## config.mk

```make
export PLATFORM = sky130hd
export DESIGN_NAME = radar_timing_gen
export DESIGN_NICKNAME = d
export VERILOG_FILES = /design/src/rtl/radar_timing_gen.sv
export SDC_FILE = /design/constraint.sdc
export NUM_CORES = 1
export LEC_CHECK = 0
export ABC_CLOCK_PERIOD_IN_PS = 2450
export BUFFER_PORTS_ARGS = -buffer_cell sky130_fd_sc_hd__buf_2
export CAP_MARGIN = 20
export CELL_PAD_IN_SITES_DETAIL_PLACEMENT = 0
export CELL_PAD_IN_SITES_GLOBAL_PLACEMENT = 2
export CORE_ASPECT_RATIO = 0.8
export CORE_MARGIN = 2
export CORE_UTILIZATION = 32
export DETAILED_ROUTE_END_ITERATION = 16
export PLACE_DENSITY = 0.86
export SETUP_SLACK_MARGIN = 0.4
export SKIP_LAST_GASP = 1
export SLEW_MARGIN = 20
export SYNTH_ARGS = -nofsm -noshare
export SYNTH_HDL_FRONTEND = slang
export SYNTH_SLANG_ARGS = --single-unit
```

## constraint.sdc

```tcl
create_clock -name clk -period 2.45 [get_ports clk]
set_input_delay 0.245 -clock clk [delete_from_list [all_inputs] [get_ports clk]]
set_output_delay 0.245 -clock clk [all_outputs]
set_load 0.02 [all_outputs]
```

## src/rtl/radar_timing_gen.sv

```systemverilog
// rtl/radar_timing_gen.sv - radar range/bearing/PRF timing generator
//
// Purpose: produces range code, bearing code, PRF sync pulse and sweep-type
// flags from single-cycle range and bearing enable strobes on one clock.
//
// Ports:
//   clk          system clock
//   reset        synchronous active-low reset
//   range_tick   one-cycle range-rate enable
//   bear_tick    one-cycle bearing-increment enable
//   bear_sync    one-cycle bearing clear (wins over bear_tick)
//   mode         00 fixed A, 01 fixed B, 10 stagger, 11 halt
//   range        range code within the current sweep
//   bear         bearing code
//   synclk       PRF sync, high for the first SYNC_HI ticks of a sweep
//   sweep_start  one-cycle pulse at each sweep start
//   north        one-cycle pulse on bearing wrap
//   f1           current sweep was started in stagger mode
//   f2           current sweep is type B
module radar_timing_gen #(
    parameter int RANGE_W   = 10,
    parameter int BEAR_W    = 12,
    parameter int PERIOD_A  = 1000,
    parameter int PERIOD_B  = 800,
    parameter int SYNC_HI_A = 500,
    parameter int SYNC_HI_B = 400,
    parameter int CNT_A     = 32,
    parameter int CNT_B     = 1
) (
    input  logic               clk,
    input  logic               reset,
    input  logic               range_tick,
    input  logic               bear_tick,
    input  logic               bear_sync,
    input  logic [1:0]         mode,
    output logic [RANGE_W-1:0] range,
    output logic [BEAR_W-1:0]  bear,
    output logic               synclk,
    output logic               sweep_start,
    output logic               north,
    output logic               f1,
    output logic               f2
);

    typedef enum logic {
        ST_IDLE = 1'b0,
        ST_RUN  = 1'b1
    } state_t;

    localparam logic [1:0] MODE_A       = 2'b00;
    localparam logic [1:0] MODE_B       = 2'b01;
    localparam logic [1:0] MODE_STAGGER = 2'b10;
    localparam logic [1:0] MODE_HALT    = 2'b11;

    localparam logic [RANGE_W-1:0] LAST_A     = RANGE_W'(PERIOD_A - 1);
    localparam logic [RANGE_W-1:0] LAST_B     = RANGE_W'(PERIOD_B - 1);
    localparam logic [RANGE_W-1:0] SYNC_END_A = RANGE_W'(SYNC_HI_A - 1);
    localparam logic [RANGE_W-1:0] SYNC_END_B = RANGE_W'(SYNC_HI_B - 1);
    localparam logic [7:0]         STAG_LAST  = 8'(CNT_A + CNT_B - 1);
    localparam logic [8:0]         STAG_B_1ST = 9'(CNT_A);

    state_t              state_q, state_d;
    logic [RANGE_W-1:0]  range_q, range_d;
    logic [BEAR_W-1:0]   bear_q, bear_d;
    logic                synclk_q, synclk_d;
    logic                sweep_start_q, sweep_start_d;
    logic                north_q, north_d;
    logic                f1_q, f1_d;
    logic                f2_q, f2_d;
    logic [7:0]          stag_q, stag_d;

    logic                at_last;
    logic                at_sync_end;
    logic                start_sweep;
    logic                halt_sweep;
    logic                is_stagger;
    logic [7:0]          stag_idx;
    logic                new_f2;
    logic [7:0]          stag_next;

    // Period and sync width of the running sweep follow its latched type (f2),
    // so a mode change mid-sweep cannot disturb them.
    always_comb begin
        at_last     = (range_q == (f2_q ? LAST_B : LAST_A));
        at_sync_end = (range_q == (f2_q ? SYNC_END_B : SYNC_END_A));
        start_sweep = range_tick && (mode != MODE_HALT) &&
                      ((state_q == ST_IDLE) || at_last);
        halt_sweep  = range_tick && (state_q == ST_RUN) && at_last &&
                      (mode == MODE_HALT);
    end

    // Type of the sweep about to start. The stagger count only counts on from
    // a previous stagger sweep (f1); any other predecessor restarts it at 0.
    always_comb begin
        is_stagger = (mode == MODE_STAGGER);
        stag_idx   = f1_q ? stag_q : 8'd0;
        stag_next  = (stag_idx == STAG_LAST) ? 8'd0 : stag_idx + 8'd1;
        if (is_stagger) begin
            new_f2 = ({1'b0, stag_idx} >= STAG_B_1ST);
        end else begin
            new_f2 = (mode == MODE_B);
        end
    end

    // State register
    always_ff @(posedge clk) begin
        if (!reset) begin
            state_q <= ST_IDLE;
        end else begin
            state_q <= state_d;
        end
    end

    // Next-state logic
    always_comb begin
        state_d = state_q;
        case (state_q)
            ST_IDLE: begin
                if (start_sweep) begin
                    state_d = ST_RUN;
                end
            end
            ST_RUN: begin
                if (halt_sweep) begin
                    state_d = ST_IDLE;
                end
            end
            default: state_d = ST_IDLE;
        endcase
    end

    // Output and datapath next values
    always_comb begin
        range_d       = range_q;
        synclk_d      = synclk_q;
        sweep_start_d = 1'b0;
        f1_d          = f1_q;
        f2_d          = f2_q;
        stag_d        = stag_q;
        bear_d        = bear_q;
        north_d       = 1'b0;

        if (start_sweep) begin
            range_d       = '0;
            synclk_d      = 1'b1;
            sweep_start_d = 1'b1;
            f1_d          = is_stagger;
            f2_d          = new_f2;
            stag_d        = is_stagger ? stag_next : 8'd0;
        end else if (halt_sweep) begin
            range_d  = '0;
            synclk_d = 1'b0;
            f1_d     = 1'b0;
            f2_d     = 1'b0;
            stag_d   = 8'd0;
        end else if (range_tick && (state_q == ST_RUN)) begin
            range_d = range_q + 1'b1;
            if (at_sync_end) begin
                synclk_d = 1'b0;
            end
        end

        if (bear_sync) begin
            bear_d = '0;
        end else if (bear_tick) begin
            bear_d = bear_q + 1'b1;
            if (bear_q == '1) begin
                north_d = 1'b1;
            end
        end
    end

    always_ff @(posedge clk) begin
        if (!reset) begin
            range_q       <= '0;
            bear_q        <= '0;
            synclk_q      <= 1'b0;
            sweep_start_q <= 1'b0;
            north_q       <= 1'b0;
            f1_q          <= 1'b0;
            f2_q          <= 1'b0;
            stag_q        <= 8'd0;
        end else begin
            range_q       <= range_d;
            bear_q        <= bear_d;
            synclk_q      <= synclk_d;
            sweep_start_q <= sweep_start_d;
            north_q       <= north_d;
            f1_q          <= f1_d;
            f2_q          <= f2_d;
            stag_q        <= stag_d;
        end
    end

    assign range       = range_q;
    assign bear        = bear_q;
    assign synclk      = synclk_q;
    assign sweep_start = sweep_start_q;
    assign north       = north_q;
    assign f1          = f1_q;
    assign f2          = f2_q;

endmodule
```

## After elaboration in Yosys (flattened, before gate mapping)

Cells that the tools add are included.

| operators by class | value |
|---|---|
| reduce and logical (&&, ||, !) cells | 13 |
| order comparisons | 1 |
| add/sub/neg operators | 3 |
| equal/unequal tests | 8 |
| multiplexer cells | 19 |
| bitwise gates (word level) | 3 |

Operators with widths:

| cell | number |
|---|---|
| two-way mux 8 bit | 6 |
| adder 12 x 1 -> 12 bit (second input constant) | 1 |
| == test 12 bit (second input constant) | 1 |
| two-way mux 1 bit | 11 |
| adder 10 x 1 -> 10 bit (second input constant) | 1 |
| == test 10 bit | 1 |
| == test 10 x 9 -> 1 bit | 1 |
| adder 8 x 1 -> 8 bit (second input constant) | 1 |
| == test 8 x 6 -> 1 bit (second input constant) | 1 |
| >= comparator 8 x 6 -> 1 bit (second input constant) | 1 |
| two-way mux 7 bit | 1 |
| nonzero test 3 bit | 2 |
| OR reduction 3 bit | 2 |
| logical AND 1 bit | 5 |
| == test 2 bit (second input constant) | 2 |
| NOT 1 bit | 3 |
| == test 2 x 1 -> 1 bit (second input constant) | 1 |
| inequality test 2 bit (second input constant) | 1 |
| one-hot mux 1 bit (2 select lines) | 1 |
| AND reduction 2 bit | 1 |
| nonzero test 2 bit | 1 |
| OR reduction 2 bit | 1 |
| logical OR 1 bit | 1 |

| word-level totals | value |
|---|---|
| word-level logic and storage cells | 56 |
| register bits after elaboration | 36 |
| bits of input ports | 7 |

## Logic depth before layout (Yosys ltp)

| logic depth | value |
|---|---|
| depth after elaboration | 6 |
| gate-level depth with buffers | 9 |
| mapped depth without buffers | 8 |

## Worst setup path after synthesis

Ideal clock, no wire load.

| path | value |
|---|---|
| path type | register to register |
| start | reg f1_q, in the netlist f1 |
| end | reg stag_q[2] |
| arrival time | 1998 ps |
| stages on the path, launching flop included | 9 |
| period minus slack after synthesis | 2115 ps |
| library setup time | 117 ps |
| path slack | 335 ps |
| buffers on the path | 1 |
| required time | 2333 ps |
| cell sequence | dfxtp_1 -> buf_6 -> nand2_1 -> ha_1 -> or4b_1 -> o41ai_4 -> a211oi_1 -> a32oi_1 -> nand2_1 |

| on the way | value |
|---|---|
| cells in the longest elaborated chain, start to end | 5 |
| elaborated cells on any way between the ends | 6 |
| those cells by class | add/sub (1); eq/ne (1); mux (4) |

Ends and longest elaborated chain:

| item | RTL line | source |
|---|---|---|
| start: declaration | 68 | `logic f1_q, f1_d;` |
| start signal: assignment | 180 | `f1_q <= 1'b0;` |
| start signal: assignment | 189 | `f1_q <= f1_d;` |
| two-way mux 8 bit (*) | 96 | `stag_idx = f1_q ? stag_q : 8'd0;` |
| adder 8 x 1 -> 8 bit or == test 8 x 6 -> 1 bit (tied branches) | 97 | `stag_next = (stag_idx == STAG_LAST) ? 8'd0 : stag_idx + 8'd1;` |
| two-way mux 8 bit (*) | 97 |  |
| two-way mux 8 bit (*) | 149 | `stag_d = is_stagger ? stag_next : 8'd0;` |
| two-way mux 8 bit (*) | 143 | `if (start_sweep) begin` |
| end signal: assignment | 191 | `stag_q <= stag_d;` |
| end: declaration | 70 | `logic [7:0] stag_q, stag_d;` |

Mark *: on every way between the ends. The rest lies on a longest branch, timed or not.
A chain may end at the register's enable or synchronous reset.

## Worst setup path in the final report

| path | value |
|---|---|
| start | reg f1_q, in the netlist f1 |
| end | reg stag_q[7] |

The elaborated chain is that of the path after synthesis.

==> run metrics <==
outcome=completed; ranking of synthesized cells by instance count=sky130_fd_sc_hd__dfxtp_1, sky130_fd_sc_hd__nor2_1, sky130_fd_sc_hd__nand2_1, sky130_fd_sc_hd__nand3_1, sky130_fd_sc_hd__inv_1; sequential cell area fraction in the yosys report=40.03%; clock slew at reported path FFs=0.08 ns; worst-case clock buffer depth=2; TritonCTS sink count=36; number of clock buffers inserted by TritonCTS=5; syn_area_per_cell=8.826 um2; Worst Setup Path Type=flip-flop to flip-flop; floorplan die height=71.09 um; Pins Over Slew Limit=0; maximum number of pins on one net before global-route repair=14; data required time of the worst path=2.64 ns; TNS Setup=0 ns; time the worst path needs with I/O delays and setup=2.000 ns; post-route met1 wirelength=2220 um; Post-synth top flop=sky130_fd_sc_hd__dfxtp_1; number of buffers inserted by hold repair at cts=0; final setup violating endpoints=0; highest ir drop seen on vdd=0.0003967 V; type of the tightest min-delay check=input pin to flip-flop; Power Total=1.208 mW; final routed wire length divided by cell count=12.73 um; antenna violations before repair=0; top post-synthesis cells by area=sky130_fd_sc_hd__dfxtp_1, sky130_fd_sc_hd__xor2_1, sky130_fd_sc_hd__nor2_1; share of cells above drive strength 1=27.16%; global-route wire length before repair=6341 um; number of design rule violations left after detail routing=0; I/O pins=34; TritonCTS clock tree=built; growth of design area from synthesis to finish=23.70%; count of cell types in the netlist=46; max-capacitance violation count=0; First DRT Iteration DRCs=58; number of port buffers=33; max layer used=met4; row cnt=24; static power due to leakage=0.9160 nW; number of global-route vias before repair=1,298; Max Fanout on Critical Path=8; global-route usage over all layers=13.10%; clk_lat worst skew=0.29 ns; portion of synthesized cell area occupied by the leading cell type=40.03%; detailed-route vias per instance=4.841; final cell count without fillers=321; Syn Nets=215; most frequently used cell type in the post-synthesis netlist=sky130_fd_sc_hd__dfxtp_1; last weighted congestion value of the routability-driven placer=0.7379; highest clock frequency the design can meet=499.9 MHz; post-route worst hold slack=0.2668 ns; die width=87.87 um; number of filler cells placed in the layout=560; portion of the clock cycle consumed by the worst path in the final layout=81.65%; initial core utilization=33.13%; worst setup skew after layout=0.005066 ns; number of synthesized flops with an enable pin=0; ANT nets after route=0; number of H-tree levels=2; antenna diode count=0; Total Die Area=6246 um2; setup repair after global routing missed its margin=true; CP arrival=2.19 ns; pwr dens=542.2 nW/um2; placeable core region=5435 um2; flip-flop count of the largest register, all copies and words added=12; largest area contributor in the netlist=sky130_fd_sc_hd__dfxtp_1; wire length on met3=196 um; length of routed met2 wiring=1618 um; total vias in the final route=1,554; Post-Syn Area=1800 um2; CTS Root Buffer Type=sky130_fd_sc_hd__clkbuf_8; Worst Setup Start Kind=flip-flop; Cells after DPL=309; DPL Wire Length=2791 um; number of standard cells after synthesis=204; Slew @ Worst Pin=0.5197 ns; #FFs+latches synth=36; GRT Residual Overflow=0; aggregate routed wire length=4086 um; nets@finish=253; detailed-routing iteration count for the pre-antenna-repair pass=4; capturing element type of the critical path=flip-flop; share of synthesized flip-flops with an asynchronous set or reset=0%; Yosys Warn Count=0; Final Hold Vio Count=0; Max-Slew Margin vs Limit=65.36%
==> stage by stage <==
stage	setup slack, ns	util (%)	cell area [um2]
finish	0.4496	40.98	2227
detailed placement	0.4274	37.29	2027
global placement	0.4714	37.29	2027
CTS	0.4459	39.34	2138
floorplan	0.4525	-	1805
global route	0.3535	40.98	2227
==> per-layer routing <==
layer,vias up,GRT usage [%]
li1,789,-
met1,730,20.95
met2,30,15.74
met3,5,3.617
met4,0,5.641
met5,-,0
==> logic make-up (layout without fill, tap and decap cells) <==
| group | Yosys count | count (layout) | synth area share, % |
|---|---|---|---|
| mux | 1 | 1 | 0.5560 |
| compound gates | 33 | 33 | 15.64 |
| xor+xnor | 20 | 20 | 9.729 |
| flops | 36 | 36 | 40.03 |
| fa+ha+maj | 4 | 4 | 2.780 |
| simple gates | 90 | 90 | 25.85 |
| buf+inv | 20 | 59 | 5.420 |
==> critical path, cell delays in order (launching register included) <==
cell	delay, ns
sky130_fd_sc_hd__dfxtp_4	0.38
sky130_fd_sc_hd__nand2_4	0.08
sky130_fd_sc_hd__ha_4	0.11
sky130_fd_sc_hd__or4b_4	0.46
sky130_fd_sc_hd__o41ai_4	0.28
sky130_fd_sc_hd__buf_4	0.19
sky130_fd_sc_hd__a2111oi_4	0.05
sky130_fd_sc_hd__buf_6	0.17
sky130_fd_sc_hd__a21oi_1	0.12
sky130_fd_sc_hd__o21ai_1	0.07
==> power by group <==
part	total (mW)	internal (mW)	switching, mW
Combinational	0.0725	0.0262	0.0463
Sequential	0.604	0.592	0.0118
Clock	0.531	0.301	0.230
==> final cells by class <==
type	count	area (um2)	share of cell area (%)
Inverter	13	48.80	2.191
Clock buffer	5	68.82	3.090
Timing Repair Buffer	38	206.4	9.270
Tap cell	78	97.59	4.382
Multi-Input combinational cell	148	1037	46.57
Sequential cell	36	725.7	32.58
Clock inverter	3	42.54	1.910
==> path summary, 6_finish.rpt <==
check / from / end / slack (ns) / cells after the start
setup / recovery: f1 / stag_q[7] / 0.45 / 9
hold / removal: reset / state_q / 0.27 / 2
setup reg to reg: f1 / stag_q[7] / 0.45 / 9
hold reg to reg: bear[11] / north / 0.49 / 2
==> cells in the final DEF, fill, tap and decap left out, types with 2 or more instances in the layout <==
cell type	count
sky130_fd_sc_hd__a21oi_1	4
sky130_fd_sc_hd__buf_4	4
sky130_fd_sc_hd__and3_1	6
sky130_fd_sc_hd__ha_1	3
sky130_fd_sc_hd__dfxtp_1	34
sky130_fd_sc_hd__and4bb_2	2
sky130_fd_sc_hd__or3_1	2
sky130_fd_sc_hd__xnor2_1	9
sky130_fd_sc_hd__nor2_1	25
sky130_fd_sc_hd__xor2_1	11
sky130_fd_sc_hd__a21oi_2	4
sky130_fd_sc_hd__inv_1	13
sky130_fd_sc_hd__buf_2	33
sky130_fd_sc_hd__clkbuf_8	5
sky130_fd_sc_hd__o21ai_0	5
sky130_fd_sc_hd__nand2b_1	2
sky130_fd_sc_hd__a22o_1	2
sky130_fd_sc_hd__o21ai_1	3
sky130_fd_sc_hd__nand3_1	14
sky130_fd_sc_hd__a22o_2	2
sky130_fd_sc_hd__nand2_4	2
sky130_fd_sc_hd__nand2_1	15
sky130_fd_sc_hd__and4_1	2
sky130_fd_sc_hd__nor3_1	4
sky130_fd_sc_hd__nor3b_1	2
sky130_fd_sc_hd__nand4_1	8
==> what timing repair did <==
item	in CTS	in global routing
gates resized for setup	0	15
buffers inserted	0	4
setup endpoints to repair	1	6
pin swaps	1	7
Note: power is estimated with default switching activity, not from simulation.
